--- config.mk ---
export PLATFORM = sky130hd
export DESIGN_NAME = press_classifier
export DESIGN_NICKNAME = d
export VERILOG_FILES = /design/src/rtl/press_classifier.sv
export SDC_FILE = /design/constraint.sdc
export NUM_CORES = 1
export LEC_CHECK = 0
export CAP_MARGIN = 20
export CORE_ASPECT_RATIO = 0.5
export CORE_MARGIN = 8
export CORE_UTILIZATION = 55
export CTS_BUF_LIST = sky130_fd_sc_hd__clkbuf_4 sky130_fd_sc_hd__clkbuf_8 sky130_fd_sc_hd__clkbuf_16
export CTS_CLUSTER_SIZE = 20
export DETAILED_ROUTE_END_ITERATION = 7
export DONT_BUFFER_PORTS = 1
export MAX_ROUTING_LAYER = met4
export PLACE_DENSITY = 0.71
export REMOVE_ABC_BUFFERS = 1
export SYNTH_ARGS = -nofsm -noshare
export SYNTH_HDL_FRONTEND = slang
export SYNTH_SLANG_ARGS = --single-unit
export TNS_END_PERCENT = 5
--- constraint.sdc ---
create_clock -name i_clk -period 2.1 [get_ports i_clk]
set_input_delay 0.42 -clock i_clk [delete_from_list [all_inputs] [get_ports i_clk]]
set_output_delay 0.42 -clock i_clk [all_outputs]
set_load 0.01 [all_outputs]
--- src/rtl/press_classifier.sv ---
// press_classifier: turns a debounced button level into short-press,
// long-press and double-click event pulses, plus a wrapping event counter.
// Optional feature macro: AUTO_REPEAT_EN -- when defined, holding the button
// after a long press re-emits LongPress every REP_CYC cycles.
module press_classifier #(
    parameter int unsigned CLK_FREQ  = 100000000,
    parameter int unsigned LONG_MS   = 1000,
    parameter int unsigned DBL_MS    = 300,
    parameter int unsigned REPEAT_MS = 250
) (
    input  logic       i_clk,
    input  logic       i_rst,
    input  logic       i_level,
    output logic       o_short_press,
    output logic       o_long_press,
    output logic       o_double_click,
    output logic       o_pressed,
    output logic [7:0] o_event_count
);

    localparam logic [31:0] LONG_CYC = 32'(CLK_FREQ / 32'd1000 * LONG_MS);
    localparam logic [31:0] DBL_CYC  = 32'(CLK_FREQ / 32'd1000 * DBL_MS);
    localparam logic [31:0] REP_CYC  = 32'(CLK_FREQ / 32'd1000 * REPEAT_MS);
    localparam logic [31:0] CNT_MAX  = 32'hFFFF_FFFF;

    // A window shorter than two cycles cannot be timed by the compare-to-N-1 scheme.
    if ((LONG_CYC < 32'd2) || (DBL_CYC < 32'd2) || (REP_CYC < 32'd2)) begin : g_bad_params
        $error("press_classifier: derived cycle counts must each be at least 2");
    end

    typedef enum logic [2:0] {
        ST_IDLE   = 3'd0,
        ST_PRESS1 = 3'd1,
        ST_HELD   = 3'd2,
        ST_GAP    = 3'd3,
        ST_PRESS2 = 3'd4
    } state_t;

    state_t      r_state;
    state_t      w_state_nxt;
    logic [31:0] r_cnt;
    logic        r_prev;
    logic        r_pressed;
    logic        r_short;
    logic        r_long;
    logic        r_dbl;
    logic [7:0]  r_event_count;

    logic        w_rise;
    logic        w_fall;
    logic        w_short_nxt;
    logic        w_long_nxt;
    logic        w_dbl_nxt;
    logic        w_rep_clr;
    logic        w_cnt_clr;
    logic        w_any_pulse;

    assign w_rise      = i_level & ~r_prev;
    assign w_fall      = ~i_level & r_prev;
    assign w_any_pulse = w_short_nxt | w_long_nxt | w_dbl_nxt;

    // Next-state and pulse decode; a release or new press always beats a timeout.
    always_comb begin
        w_state_nxt = r_state;
        w_short_nxt = 1'b0;
        w_long_nxt  = 1'b0;
        w_dbl_nxt   = 1'b0;
        w_rep_clr   = 1'b0;
        case (r_state)
            ST_IDLE: begin
                if (w_rise) begin
                    w_state_nxt = ST_PRESS1;
                end else begin
                    w_state_nxt = r_state;
                end
            end
            ST_PRESS1: begin
                if (w_fall) begin
                    w_state_nxt = ST_GAP;
                end else if (r_cnt == LONG_CYC - 32'd1) begin
                    w_state_nxt = ST_HELD;
                    w_long_nxt  = 1'b1;
                end else begin
                    w_state_nxt = r_state;
                end
            end
            ST_HELD: begin
                if (w_fall) begin
                    w_state_nxt = ST_IDLE;
                end
`ifdef AUTO_REPEAT_EN
                else if ((r_cnt == REP_CYC - 32'd1) && i_level) begin
                    w_long_nxt = 1'b1;
                    w_rep_clr  = 1'b1;
                end
`endif
                else begin
                    w_state_nxt = r_state;
                end
            end
            ST_GAP: begin
                if (w_rise) begin
                    w_state_nxt = ST_PRESS2;
                    w_dbl_nxt   = 1'b1;
                end else if (r_cnt == DBL_CYC - 32'd1) begin
                    w_state_nxt = ST_IDLE;
                    w_short_nxt = 1'b1;
                end else begin
                    w_state_nxt = r_state;
                end
            end
            ST_PRESS2: begin
                if (w_fall) begin
                    w_state_nxt = ST_IDLE;
                end else begin
                    w_state_nxt = r_state;
                end
            end
            default: begin
                w_state_nxt = ST_IDLE;
            end
        endcase
        w_cnt_clr = (w_state_nxt != r_state) | w_rep_clr;
    end

    // State register.
    always_ff @(posedge i_clk or posedge i_rst) begin
        if (i_rst) begin
            r_state <= ST_IDLE;
        end else begin
            r_state <= w_state_nxt;
        end
    end

    // Dwell-time counter: restarts on every state change, saturates instead of wrapping.
    always_ff @(posedge i_clk or posedge i_rst) begin
        if (i_rst) begin
            r_cnt <= 32'd0;
        end else if (w_cnt_clr) begin
            r_cnt <= 32'd0;
        end else if (r_cnt != CNT_MAX) begin
            r_cnt <= r_cnt + 32'd1;
        end else begin
            r_cnt <= r_cnt;
        end
    end

    // Edge history; prev resets high so a button held through reset is ignored.
    always_ff @(posedge i_clk or posedge i_rst) begin
        if (i_rst) begin
            r_prev    <= 1'b1;
            r_pressed <= 1'b0;
        end else begin
            r_prev    <= i_level;
            r_pressed <= i_level;
        end
    end

    // Registered event pulses and the wrapping count of emitted events.
    always_ff @(posedge i_clk or posedge i_rst) begin
        if (i_rst) begin
            r_short       <= 1'b0;
            r_long        <= 1'b0;
            r_dbl         <= 1'b0;
            r_event_count <= 8'd0;
        end else begin
            r_short <= w_short_nxt;
            r_long  <= w_long_nxt;
            r_dbl   <= w_dbl_nxt;
            if (w_any_pulse) begin
                r_event_count <= r_event_count + 8'd1;
            end else begin
                r_event_count <= r_event_count;
            end
        end
    end

    assign o_short_press  = r_short;
    assign o_long_press   = r_long;
    assign o_double_click = r_dbl;
    assign o_pressed      = r_pressed;
    assign o_event_count  = r_event_count;

endmodule

Word level (Yosys, flattened, before mapping)
Index checks and enable logic that the tools add are counted.

Register bits after elaboration: 48. Input port bits: 3. Word-level logic and storage cells: 44.

Add/subtract/negate cells: 2. Equality and inequality tests: 8. Mux-type cells: 17. Bitwise operators: 6. Reductions and logical operators: 3.

Operators by type and width (number): $mux 32 (2); $add 32x1->32 const B (1); $eq 32x25->1 const B (1); $eq 32x27->1 const B (1); $ne 32x32->1 const B (1); $mux 3 (6); $pmux 3 s4 (1); $add 8x1->8 const B (1); $mux 1 (8); $eq 3x2->1 const B (2); $eq 3x1->1 const B (1); $eq 3x3->1 const B (1); $logic_not 3->1 (1); $ne 3x3->1 (1); $and 1x1->1 (2); $not 1->1 (2); $or 1x1->1 (2); $reduce_bool 2->1 (1); $reduce_or 2->1 (1).

Logic depth before layout (Yosys ltp)
Gate-level depths: netlist of run 1.

Word-level depth: 6. Gate-level depth with buffers: 8.

Worst setup path before layout of run 1
No wires, ideal clock.

Path kind: reg-to-reg. From: reg r_cnt[0]. To: reg r_event_count[1], in the netlist o_event_count[1]. Setup time: 0.128 ns. Arrival: 1.832 ns. Data required time: 1.972 ns. Slack: 0.141 ns. Cell stages (with the launch flop): 7. Buffers on the path: 0. Period minus slack after synthesis: 1.959 ns. Path through: dfrtp_1 -> ha_1 -> and3_1 -> nand4_2 -> nor4_4 -> a211oi_2 -> mux2_1.

Cells in the longest elaborated chain, start to end: 6.

RTL lines: start: declaration (RTL line 41) `logic [31:0] r_cnt;`; start signal: assignment (RTL line 142) `r_cnt <= r_cnt + 32'd1;`; start signal: assignment (RTL line 144) `r_cnt <= r_cnt;`; $eq 32x25->1 or $eq 32x27->1 (tied branches) (RTL line 105, 80); $mux 1 (on tied branches) (RTL line 105, 80); $mux 1 (on tied branches) (RTL line 102, 78); $mux 1 (RTL line 69) `case (r_state)`; $or 1x1->1 * (2 in series) (RTL line 60) `assign w_any_pulse = w_short_nxt | w_long_nxt | w_dbl_nxt;`; end signal: assignment (RTL line 171) `r_event_count <= r_event_count + 8'd1;`; end signal: assignment (RTL line 173) `r_event_count <= r_event_count;`; end: declaration (RTL line 47) `logic [7:0] r_event_count;`.

Every way passes the cells marked *; elsewhere a longest branch is shown, timed or not. A chain may end at the register's enable or synchronous reset.

Worst setup path in the final report of run 1
From: reg r_cnt[31]. To: reg r_event_count[7], in the netlist o_event_count[7].

Cells in the longest elaborated chain, start to end: 6.

RTL lines: $eq 32x27->1 (RTL line 80) `end else if (r_cnt == LONG_CYC - 32'd1) begin`; $mux 1 (RTL line 80); $mux 1 (RTL line 78) `if (w_fall) begin`; $mux 1 (RTL line 69); named net w_long_nxt (RTL line 52) `logic w_long_nxt;`; $or 1x1->1 (2 in series) (RTL line 60).

The timed path passes the listed nets, and every way through them passes these cells.

==> summary.txt, run 1 <==
Drt
  • WL final: 6590 um
  • DRT iter0 DRCs: 119
  • Via-to-Cell Ratio: 5.78
  • ANT nets after route: 0
  • WL/cell: 17.3 um
  • Vias: 2198
  • DRC viols: 0
  • DR pass1 iterations: 4

GRT
  • Total GRT Usage: 0.185
  • GR Overflow Total: 0
  • Initial antenna violation count: 0
  • Vias in the first global route: 2033
  • Largest net degree at the start of global routing: 41
  • First-pass GRT wire length: 10500 um

Critical path
  • R2r setup slk: -0.02 ns
  • Startpoint types: flop
  • Depth of the most critical reg-to-reg path: 8
  • Worst Path Buf+Inv: 2
  • Worst EP required: 2.34 ns
  • Setup CP Type: flop to flop
  • CP max stage cell: dfrtp_1
  • Max Fanout on Critical Path: 8
  • Type of destination of the critical path: flop
  • R2r startpoint: r_cnt[31]
  • Worst-path cell chain: nor4b_2 > nand3_2 > buf_4 > nor4_4 > a211oi_2 > buf_6 > nor3_2 > xor2_1
  • Worst path top cell family by delay: simple AND/OR/NAND/NOR gates
  • Capturing point of the worst reg2reg path: o_event_count[7]
  • Delay of the slowest critical-path stage: 0.42 ns
  • Worst Path Arrival: 2.36 ns

Timing
  • Slew @ Worst Pin: 0.533 ns
  • Final Cycle Share: 1.01
  • # setup viols final: 2
  • Fin. max-slew vios: 0
  • Min Tclk post-route: 2.12 ns
  • Max-slew headroom: 0.642
  • Post-route setup slack: -0.0222 ns
  • Worst Skew: 0.00438 ns
  • Fin Hold WS: 0.0979 ns
  • Final hold viol count: 0
  • Setup_tns: -0.0283 ns
  • RSZ-0062 raised after global routing: yes
  • Max Freq: 471 MHz

Floorplan
  • Die Y: 65.1 um
  • Io pins: 15
  • # rows: 18
  • Starting Density: 0.556
  • Die area: 7440 um2
  • Die width: 114 um
  • Core area: 4770 um2

Clocking
  • Clk_lat worst skew: 0.31 ns
  • Clock sink count: 48
  • Max Buffers Root-to-Sink: 2
  • Clock-pin slew on the worst setup and hold paths: 0.09 ns
  • CTS root buffer: clkbuf_8
  • H-tree depth: 2
  • Num CTS Buffers: 5
  • CTS tree: yes

Logic synthesis
  • Mapped Cells: 279
  • Synth Flop Type: dfrtp_1
  • Asr flop ratio synth: 1.00
  • Mapped Area: 2650 um2
  • Seq/Total Area, Yosys: 0.453
  • Count of cell types in the netlist: 44
  • Post-synth EDFFs: 0
  • Yosys Warn Count: 0
  • FF+latch count, synth: 48
  • Mean area per synthesized cell: 9.51 um2

Hold path
  • Hold Crit Start: i_level
  • Worst Hold Path EP: r_prev
  • Hold Path Stages: 0
  • Worst min path class: input port to flop

Run status
  • Status: complete, but fails checks
  • Failing checks: setup timing

Cells and area
  • Antenna cell count: 0
  • Final Net Count: 314
  • Area added between synthesis and finish: 18.2%
  • Layout Cells excl Fill: 380
  • Final Util: 0.657
  • Layout cell share with drive strength beyond 1: 0.190

Place
  • Cell Count Post-Placement: 369
  • PortBufs: 0
  • Post-DP HPWL: 4660 um
  • RD Place Congestion: 0.853

Power and ir drop
  • Maximum vdd drop: 451 uV
  • Pwr Density: 786 nW/um2
  • Leak pwr: 1.38 nW

Run
  • Max Cap Violations: 0
==> kinds of logic after synthesis <==
logic type | share of synthesized area
compound gates | 0.0561
xor+xnor | 0.112
fa+ha+maj | 0.00943
buf+inv | 0.0226
flops | 0.453
mux | 0.00801
simple gates | 0.339
==> cells in the final DEF (no fill, tap or decap), types with 5 or more instances in the layout <==
master     n
dfrtp_1   47
nor2_1    42
buf_4     29
xor2_1    26
nand2_1   21
nand3_1   18
nand4_1   18
and3_1    11
and4_1     8
xnor2_1    8
nor2b_1    6
a21oi_1    6
or3_1      5
o21ai_0    5
nor3_1     5
clkbuf_8   5
==> synth_stat cells (5+ instances only) <==
cell     count  area share
buf_2        6       0.011
dfrtp_1     47        0.44
a21oi_1      6       0.011
or3_1        5       0.012
nor3_1       6       0.011
and4_1       8       0.026
nor2b_1      6       0.014
xnor2_1      8       0.026
xor2_1      26       0.086
o21ai_0      5      0.0094
nand2_1     21       0.030
nor2_1      42       0.059
and3_1      12       0.028
nand4_1     18       0.042
nand3_1     18       0.034
==> power by group <==
| group | internal, mW | total [mW] | leakage (nW) | switching, mW |
|---|---|---|---|---|
| registers | 1.01 | 1.13 | 0.644 | 0.121 |
| clock network | 0.353 | 0.683 | 0.0541 | 0.330 |
| logic | 0.252 | 0.655 | 0.683 | 0.403 |
| total | 1.61 | 2.47 | 1.38 | 0.853 |
==> how the worst max path moves through the flow <==
| stage | start | cells after the start | slack (ns) | end |
|---|---|---|---|---|
| 6_report | r_cnt[31] | 8 | -0.02 | o_event_count[7] |
| 5_1_grt | r_cnt[31] | 7 | -0.09 | o_event_count[7] |
| 4_1_cts | r_cnt[20] | 7 | 0.01 | o_event_count[5] |
| 3_5_place_dp | r_cnt[0] | 9 | -0.11 | o_event_count[5] |
| 3_3_place_gp | r_cnt[11] | 7 | 0.004 | o_event_count[1] |
| 2_1_floorplan | r_cnt[0] | 7 | -0.37 | r_cnt[22] |
==> per-stage QoR <==
stage / instance area (um2) / power (mW) / setup slack (ns)
6_report: 3140 / 2.47 / -0.0222
5_1_grt: 3140 / 2.59 / -0.0897
4_1_cts: 3090 / 2.45 / 0.0145
3_5_place_dp: 2950 / 1.77 / -0.114
3_3_place_gp: 2950 / 1.74 / 0.00403
2_1_floorplan: 2610 / 1.48 / -0.375
==> layout make-up <==
class	instances	area, um2
fill	404	1640
multi-input combinational	217	1440
sequential	48	1200
timing repair buffer	33	279
tap	70	87.6
clock buffer	5	68.8
clock inverter	3	42.5
inverter	4	15.0
==> per-layer routing <==
layer | track usage | part of all wire | vias up
li1 | - | - | 1056
met3 | 0.0384 | 0.044 | 8
met4 | 0.0476 | 0.010 | 0
met2 | 0.265 | 0.44 | 53
met1 | 0.260 | 0.51 | 1081
met5 | - | 0 | -
==> sequential cells by signal, indices dropped and copies added (netlist names) <==
name / count
o_long_press: 1
o_pressed: 1
r_prev: 1
r_cnt: 32
o_short_press: 1
r_state: 3
o_event_count: 8
o_double_click: 1
==> worst reg2reg max path, cell delays in order (launching register included) <==
cell	delay, ns
dfrtp_1	0.42
nor4b_2	0.30
nand3_2	0.22
buf_4	0.20
nor4_4	0.29
a211oi_2	0.06
buf_6	0.16
nor3_2	0.23
xor2_1	0.16
==> repair_timing <==
| item | 4_1_cts | 5_1_grt |
|---|---|---|
| setup endpoints to repair | 34 | 41 |
| endpoints found under the hold margin | 8 | 0 |
| gates resized for setup | 4 | 7 |
| pin swaps | 1 | 3 |
| setup buffers | 0 | 2 |
| hold buffers | 1 | 0 |
Power figures use the tool's default switching activity.
==> run 2: changes to the inputs <==
--- a/config.mk
+++ b/config.mk
@@ -8,13 +8,13 @@
 export CAP_MARGIN = 20
 export CORE_ASPECT_RATIO = 0.5
 export CORE_MARGIN = 8
-export CORE_UTILIZATION = 55
+export CORE_UTILIZATION = 57
 export CTS_BUF_LIST = sky130_fd_sc_hd__clkbuf_4 sky130_fd_sc_hd__clkbuf_8 sky130_fd_sc_hd__clkbuf_16
 export CTS_CLUSTER_SIZE = 20
 export DETAILED_ROUTE_END_ITERATION = 7
 export DONT_BUFFER_PORTS = 1
 export MAX_ROUTING_LAYER = met4
-export PLACE_DENSITY = 0.71
+export PLACE_DENSITY = 0.73
 export REMOVE_ABC_BUFFERS = 1
 export SYNTH_ARGS = -nofsm -noshare
 export SYNTH_HDL_FRONTEND = slang
==> run 2 against run 1 <==
Against the previous run:
- non-clock buffer count fell by 3
- critical path depth fell by 1
- utilization rose by 3.6 points
- clock skew rose by 0.0063 ns
- worst setup slack improved by 0.031 ns
- flip-flop and latch count did not move
- cell count fell by 4.2%
- critical path type unchanged
- the run now ends clean
- combinational power rose by 13%
==> summary.txt, run 2 (same netlist as run 1, synthesis figures left out) <==
Critical path
  • Worst Path Arrival: 2.28 ns (was 2.36 ns)
  • Crit path capture: o_event_count[1] (was o_event_count[7])
  • Type of destination of the critical path: flop (unchanged)
  • Startpoint types: flop (unchanged)
  • Setup CP Type: flop to flop (unchanged)
  • Capturing point of the worst reg2reg path: o_event_count[1] (was o_event_count[7])
  • Worst setup path start: r_cnt[1] (was r_cnt[31])
  • Max Fanout on Critical Path: 8 (unchanged)
  • R2r setup slk: 0.009 ns (was -0.02 ns)
  • Worst EP required: 2.29 ns (was 2.34 ns)
  • R2r startpoint: r_cnt[1] (was r_cnt[31])
  • Depth of the most critical reg-to-reg path: 7 (was 8)

Cells and area
  • Final Net Count: 311 (was 314)
  • Area added between synthesis and finish: 16.1% (was 18.2%)
  • Most frequent cells in the layout: 46 x dfrtp_1, 41 x nor2_1, 26 x xor2_1, 26 x buf_4, 21 x nand2_1 (was 47 x dfrtp_1, 42 x nor2_1, 29 x buf_4, 26 x xor2_1, 21 x nand2_1)
  • Multi-input gate area: 1440 um2 (about the same)
  • Max reg flops: 32 (unchanged)
  • Layout Cells excl Fill: 364 (was 380)
  • Biggest register: r_cnt (unchanged)
  • Antenna cell count: 0 (unchanged)
  • Register area: 1200 um2 (about the same)
  • Layout cell share with drive strength beyond 1: 0.182 (was 0.190)
  • Final-layout fill cell count: 328 (was 404)
  • Most common cell after layout, fill and taps aside: dfrtp_1 (unchanged)

Place
  • Cell Count Post-Placement: 350 (was 369)
  • PortBufs: 0 (unchanged)
  • Post-DP HPWL: 4040 um (was 4660 um)
  • DP Worst Slack: 0.0185 ns (was -0.114 ns)
  • RD Place Congestion: 0.936 (was 0.853)

GRT
  • Largest net degree at the start of global routing: 33 (was 41)
  • Initial antenna violation count: 0 (unchanged)
  • Total GRT Usage: 0.166 (was 0.185)
  • First-pass GRT wire length: 9670 um (was 10500 um)
  • Vias in the first global route: 2046 (was 2033)
  • GR Overflow Total: 0 (unchanged)

Power and ir drop
  • Tot Pwr: 2.43 mW (was 2.47 mW)
  • Maximum vdd drop: 398 uV (was 451 uV)
  • Pwr Density: 790 nW/um2 (was 786 nW/um2)
  • Leak pwr: 1.35 nW (was 1.38 nW)

Timing
  • Fin. max-slew vios: 0 (unchanged)
  • Worst Skew: 0.0107 ns (was 0.00438 ns)
  • Post-route setup slack: 0.00911 ns (was -0.0222 ns)
  • RSZ-0062 raised after global routing: yes (unchanged)
  • Max-slew headroom: 0.698 (was 0.642)
  • Max Freq: 478 MHz (was 471 MHz)
  • Slew @ Worst Pin: 0.450 ns (was 0.533 ns)
  • Final Cycle Share: 0.996 (was 1.01)
  • # setup viols final: 0 (was 2)
  • Final hold viol count: 0 (unchanged)
  • Min Tclk post-route: 2.09 ns (was 2.12 ns)
  • Setup_tns: 0 ns (was -0.0283 ns)

Floorplan
  • Io pins: 15 (unchanged)
  • Die width: 112 um (was 114 um)
  • Die Y: 64.3 um (was 65.1 um)
  • # rows: 17 (was 18)
  • Core area: 4450 um2 (was 4770 um2)
  • Starting Density: 0.597 (was 0.556)
  • Die area: 7230 um2 (was 7440 um2)

Run status
  • Status: complete, no violations (was complete, but fails checks)

Clocking
  • Num CTS Buffers: 5 (unchanged)
  • CTS tree: yes (unchanged)
  • Clock sink count: 48 (unchanged)
  • H-tree depth: 2 (unchanged)
  • Max Buffers Root-to-Sink: 2 (unchanged)
  • Clk_lat worst skew: 0.30 ns (was 0.31 ns)
  • Clock-pin slew on the worst setup and hold paths: 0.09 ns (about the same)
  • CTS root buffer: clkbuf_8 (unchanged)

Run
  • Max Cap Violations: 0 (unchanged)

Drt
  • ANT nets after route: 0 (unchanged)
  • DR pass1 iterations: 4 (unchanged)
  • Vias: 2194 (was 2198)
  • WL/cell: 16.6 um (was 17.3 um)
  • DRT iter0 DRCs: 114 (was 119)
  • DRC viols: 0 (unchanged)
  • Via-to-Cell Ratio: 6.03 (was 5.78)
  • WL final: 6040 um (was 6590 um)

Hold path
  • Worst min path class: input port to flop (unchanged)
  • Hold Path Stages: 0 (unchanged)
[run 2: layout make-up]
type / count / area share
timing repair buffer: 30 / 0.0849
multi-input combinational: 217 / 0.467
clock buffer: 6 / 0.0268
sequential: 48 / 0.391
inverter: 4 / 0.00487
clock inverter: 2 / 0.00325
tap: 57 / 0.0231
[run 2: timing repair]
| action | 4_1_cts | 5_1_grt |
|---|---|---|
| gates resized for setup | 0 | 9 |
| hold buffers | 1 | 0 |
| endpoints found under the setup margin | 0 | 41 |
| hold endpoints to repair | 7 | 0 |
| setup buffers | 0 | 3 |
[run 2: worst max-delay path, cell delays in order, from the launching register on]
cell,delay [ns]
dfrtp_1,0.41
ha_1,0.20
and3_1,0.25
nand4_4,0.15
nor4_4,0.06
buf_4,0.15
a211oi_4,0.41
mux2_1,0.36
[run 2: report_power, final]
group	switching, mW	leakage [nW]	internal, mW
combinational	0.416	0.653	0.324
clock	0.305	0.0510	0.263
sequential	0.120	0.642	1.01
[run 2: how the worst min path moves through the flow]
stage,startpoint,to,slack [ns]
4_1_cts,i_level,r_prev,0.11
5_1_grt,i_level,r_prev,0.09
6_report,i_level,r_prev,0.11
2_1_floorplan,i_level,r_prev,0.42
3_3_place_gp,i_rst,r_cnt[5],0.22
3_5_place_dp,i_rst,r_cnt[3],0.22
[run 2: metal layers]
layer	global-route usage	routed length (um)	up-vias
met4	0.0200	53	0
li1	-	-	1044
met2	0.252	2770	70
met5	-	0	-
met1	0.221	2840	1069
met3	0.0459	371	11
[run 2: per-stage QoR]
step	hold WS (ns)	util	instance area, um2
after floorplan	0.424	-	2610
after global placement	0.215	0.646	2870
after detailed placement	0.217	0.646	2870
after CTS	0.108	0.669	2980
after global routing	0.0928	0.693	3080
final	0.106	0.693	3080
==> run 3: changes to the inputs <==
--- a/config.mk
+++ b/config.mk
@@ -8,13 +8,13 @@
 export CAP_MARGIN = 20
 export CORE_ASPECT_RATIO = 0.5
 export CORE_MARGIN = 8
-export CORE_UTILIZATION = 57
+export CORE_UTILIZATION = 60
 export CTS_BUF_LIST = sky130_fd_sc_hd__clkbuf_4 sky130_fd_sc_hd__clkbuf_8 sky130_fd_sc_hd__clkbuf_16
 export CTS_CLUSTER_SIZE = 20
 export DETAILED_ROUTE_END_ITERATION = 7
 export DONT_BUFFER_PORTS = 1
 export MAX_ROUTING_LAYER = met4
-export PLACE_DENSITY = 0.73
+export PLACE_DENSITY = 0.77
 export REMOVE_ABC_BUFFERS = 1
 export SYNTH_ARGS = -nofsm -noshare
 export SYNTH_HDL_FRONTEND = slang
==> constraint.sdc (replaced) <==
create_clock -name i_clk -period 2.7 [get_ports i_clk]
set_input_delay 0.54 -clock i_clk [delete_from_list [all_inputs] [get_ports i_clk]]
set_output_delay 0.54 -clock i_clk [all_outputs]
set_load 0.01 [all_outputs]
==> run 3 against run 2 <==
Against the previous run:
- via count fell by 8.5%
- clock-buffer cell count fell by 1
- cell area fell by 7.3%
- cell count fell by 6.9%
- largest cell class unchanged
- worst hold slack improved by 0.12 ns
- first-iteration DRC count rose by 13%
- flip-flop and latch count did not move
- maximum frequency fell by 8.3%
- register-to-register slack improved by 0.41 ns
- utilization fell by 3.2 points
==> summary.txt, run 3 (same netlist as run 1, synthesis figures left out) <==
Cells and area
  • Layout Cells excl Fill: 339 (was 364)
  • Layout cell share with drive strength beyond 1: 0.0922 (was 0.182)
  • Area added between synthesis and finish: 7.64% (was 16.1%)
  • Biggest register: r_cnt (unchanged)
  • Final-layout fill cell count: 332 (was 328)
  • Most common cell after layout, fill and taps aside: dfrtp_1 (unchanged)
  • Final Net Count: 286 (was 311)
  • Most frequent cells in the layout: 47 x dfrtp_1, 42 x nor2_1, 26 x xor2_1, 21 x nand2_1 (was 46 x dfrtp_1, 41 x nor2_1, 26 x xor2_1, 26 x buf_4, 21 x nand2_1)
  • Antenna cell count: 0 (unchanged)
  • Max reg flops: 32 (unchanged)
  • Register area: 1200 um2 (about the same)
  • Multi-input gate area: 1390 um2 (was 1440 um2)

Drt
  • ANT nets after route: 0 (unchanged)
  • Via-to-Cell Ratio: 5.92 (was 6.03)
  • DRC viols: 0 (unchanged)
  • WL final: 5240 um (was 6040 um)
  • DRT iter0 DRCs: 129 (was 114)
  • Vias: 2007 (was 2194)
  • WL/cell: 15.5 um (was 16.6 um)
  • DR pass1 iterations: 4 (unchanged)

Timing
  • Slew @ Worst Pin: 0.644 ns (was 0.450 ns)
  • RSZ-0062 raised after global routing: no (was yes)
  • Fin. max-slew vios: 0 (unchanged)
  • Final Cycle Share: 0.845 (was 0.996)
  • Max Freq: 438 MHz (was 478 MHz)
  • Max-slew headroom: 0.570 (was 0.698)
  • Fin Hold WS: 0.228 ns (was 0.106 ns)
  • Min Tclk post-route: 2.28 ns (was 2.09 ns)
  • Worst Skew: 0.00485 ns (was 0.0107 ns)
  • # setup viols final: 0 (unchanged)
  • Setup_tns: 0 ns (unchanged)
  • Final hold viol count: 0 (unchanged)

Place
  • PortBufs: 0 (unchanged)
  • Cell Count Post-Placement: 329 (was 350)
  • RD Place Congestion: 0.884 (was 0.936)
  • Post-DP HPWL: 3650 um (was 4040 um)

Critical path
  • Worst Path Arrival: 2.50 ns (was 2.28 ns)
  • Delay of the slowest critical-path stage: 0.42 ns (was 0.41 ns)
  • Worst-path cell chain: ha_1 > and3_1 > and4_1 > nand3_1 > nand3_1 > or3_1 > a21oi_1 (was ha_1 > and3_1 > nand4_4 > nor4_4 > buf_4 > a211oi_4 > mux2_1)
  • Type of destination of the critical path: flop (unchanged)
  • Max Fanout on Critical Path: 9 (was 8)
  • R2r startpoint: r_cnt[0] (was r_cnt[1])
  • Critical path's most frequent cell: nand3_1
  • CP max stage cell: dfrtp_1 (unchanged)
  • Setup CP Type: flop to flop (unchanged)
  • Worst setup path start: r_cnt[0] (was r_cnt[1])
  • Worst EP required: 2.92 ns (was 2.29 ns)
  • Startpoint types: flop (unchanged)

Hold path
  • Worst min path class: input port to flop (unchanged)
  • Hold Crit Start: i_level (unchanged)

Clocking
  • CTS resizes: 0 (unchanged)
  • Clock-pin slew on the worst setup and hold paths: 0.09 ns (about the same)
  • CTS tree: yes (unchanged)
  • Num CTS Buffers: 5 (unchanged)
  • H-tree depth: 2 (unchanged)
  • Max Buffers Root-to-Sink: 2 (unchanged)
  • Clk_lat worst skew: 0.30 ns (about the same)
  • Clock sink count: 48 (unchanged)
  • CTS root buffer: clkbuf_8 (unchanged)

Floorplan
  • Io pins: 15 (unchanged)
  • Core area: 4320 um2 (was 4450 um2)
  • Die width: 110 um (was 112 um)
  • Die Y: 63.0 um (was 64.3 um)
  • Starting Density: 0.615 (was 0.597)
  • Die area: 6940 um2 (was 7230 um2)
  • # rows: 17 (unchanged)

Run status
  • Status: complete, no violations (unchanged)

GRT
  • Initial antenna violation count: 0 (unchanged)
  • First-pass GRT wire length: 9110 um (was 9670 um)
  • Largest net degree at the start of global routing: 49 (was 33)
  • Vias in the first global route: 1957 (was 2046)
  • GR Overflow Total: 0 (unchanged)
  • Total GRT Usage: 0.166 (about the same)

Run
  • Max Cap Violations: 0 (unchanged)

Power and ir drop
  • Tot Pwr: 1.81 mW (was 2.43 mW)
  • Pwr Density: 634 nW/um2 (was 790 nW/um2)
  • Maximum vdd drop: 391 uV (was 398 uV)
  • Leak pwr: 1.23 nW (was 1.35 nW)
## run 3: worst paths after layout
check                                    to  slack, ns  depth (start not counted)
setup / recovery                  r_cnt[18]       0.42                          7
min in group asynchronous         r_cnt[30]       0.56                          2
hold / removal                       r_prev       0.23                          0
max in group asynchronous            r_prev       1.66                          3
setup reg to reg                  r_cnt[18]       0.42                          7
hold reg to reg            o_event_count[7]       0.54                          1
## run 3: report_power, final
part | total [mW] | switching [mW] | internal [mW]
clock network | 0.511 | 0.237 | 0.274
logic | 0.412 | 0.251 | 0.162
registers | 0.889 | 0.106 | 0.783
## run 3: timing repair
action / in CTS / in global routing
endpoints found under the hold margin: 0 / 2
hold buffers: 0 / 1
setup buffers: 0 / 0
## run 3: final cells by class
| cell class | instances | share of cell area |
|---|---|---|
| Clock inverter | 3 | 0.0149 |
| Timing Repair Buffer | 5 | 0.0228 |
| Inverter | 4 | 0.00526 |
| Clock buffer | 5 | 0.0241 |
| Tap cell | 57 | 0.0250 |
| Sequential cell | 48 | 0.421 |
| Multi-Input combinational cell | 217 | 0.487 |
## run 3: worst max-delay path: cells and delay by family, from the launching register on
kind	cells	cell delay, ns
compound gates	1	0.17
flops	1	0.42
simple gates	5	1.40
fa+ha+maj	1	0.22
## run 3: through the flow
stage | util | setup slack [ns] | instance area [um2]
after floorplan | - | 0.225 | 2610
after global placement | 0.629 | 0.498 | 2720
after detailed placement | 0.629 | 0.444 | 2720
after CTS | 0.655 | 0.426 | 2830
after global routing | 0.662 | 0.243 | 2860
final | 0.662 | 0.419 | 2860
## run 3: layer usage
layer	global-route usage	wire [um]	vias to the layer above
met5	-	0	-
li1	-	-	992
met1	0.217	2550	970
met4	0.0417	29	0
met2	0.248	2370	42
met3	0.0453	284	3
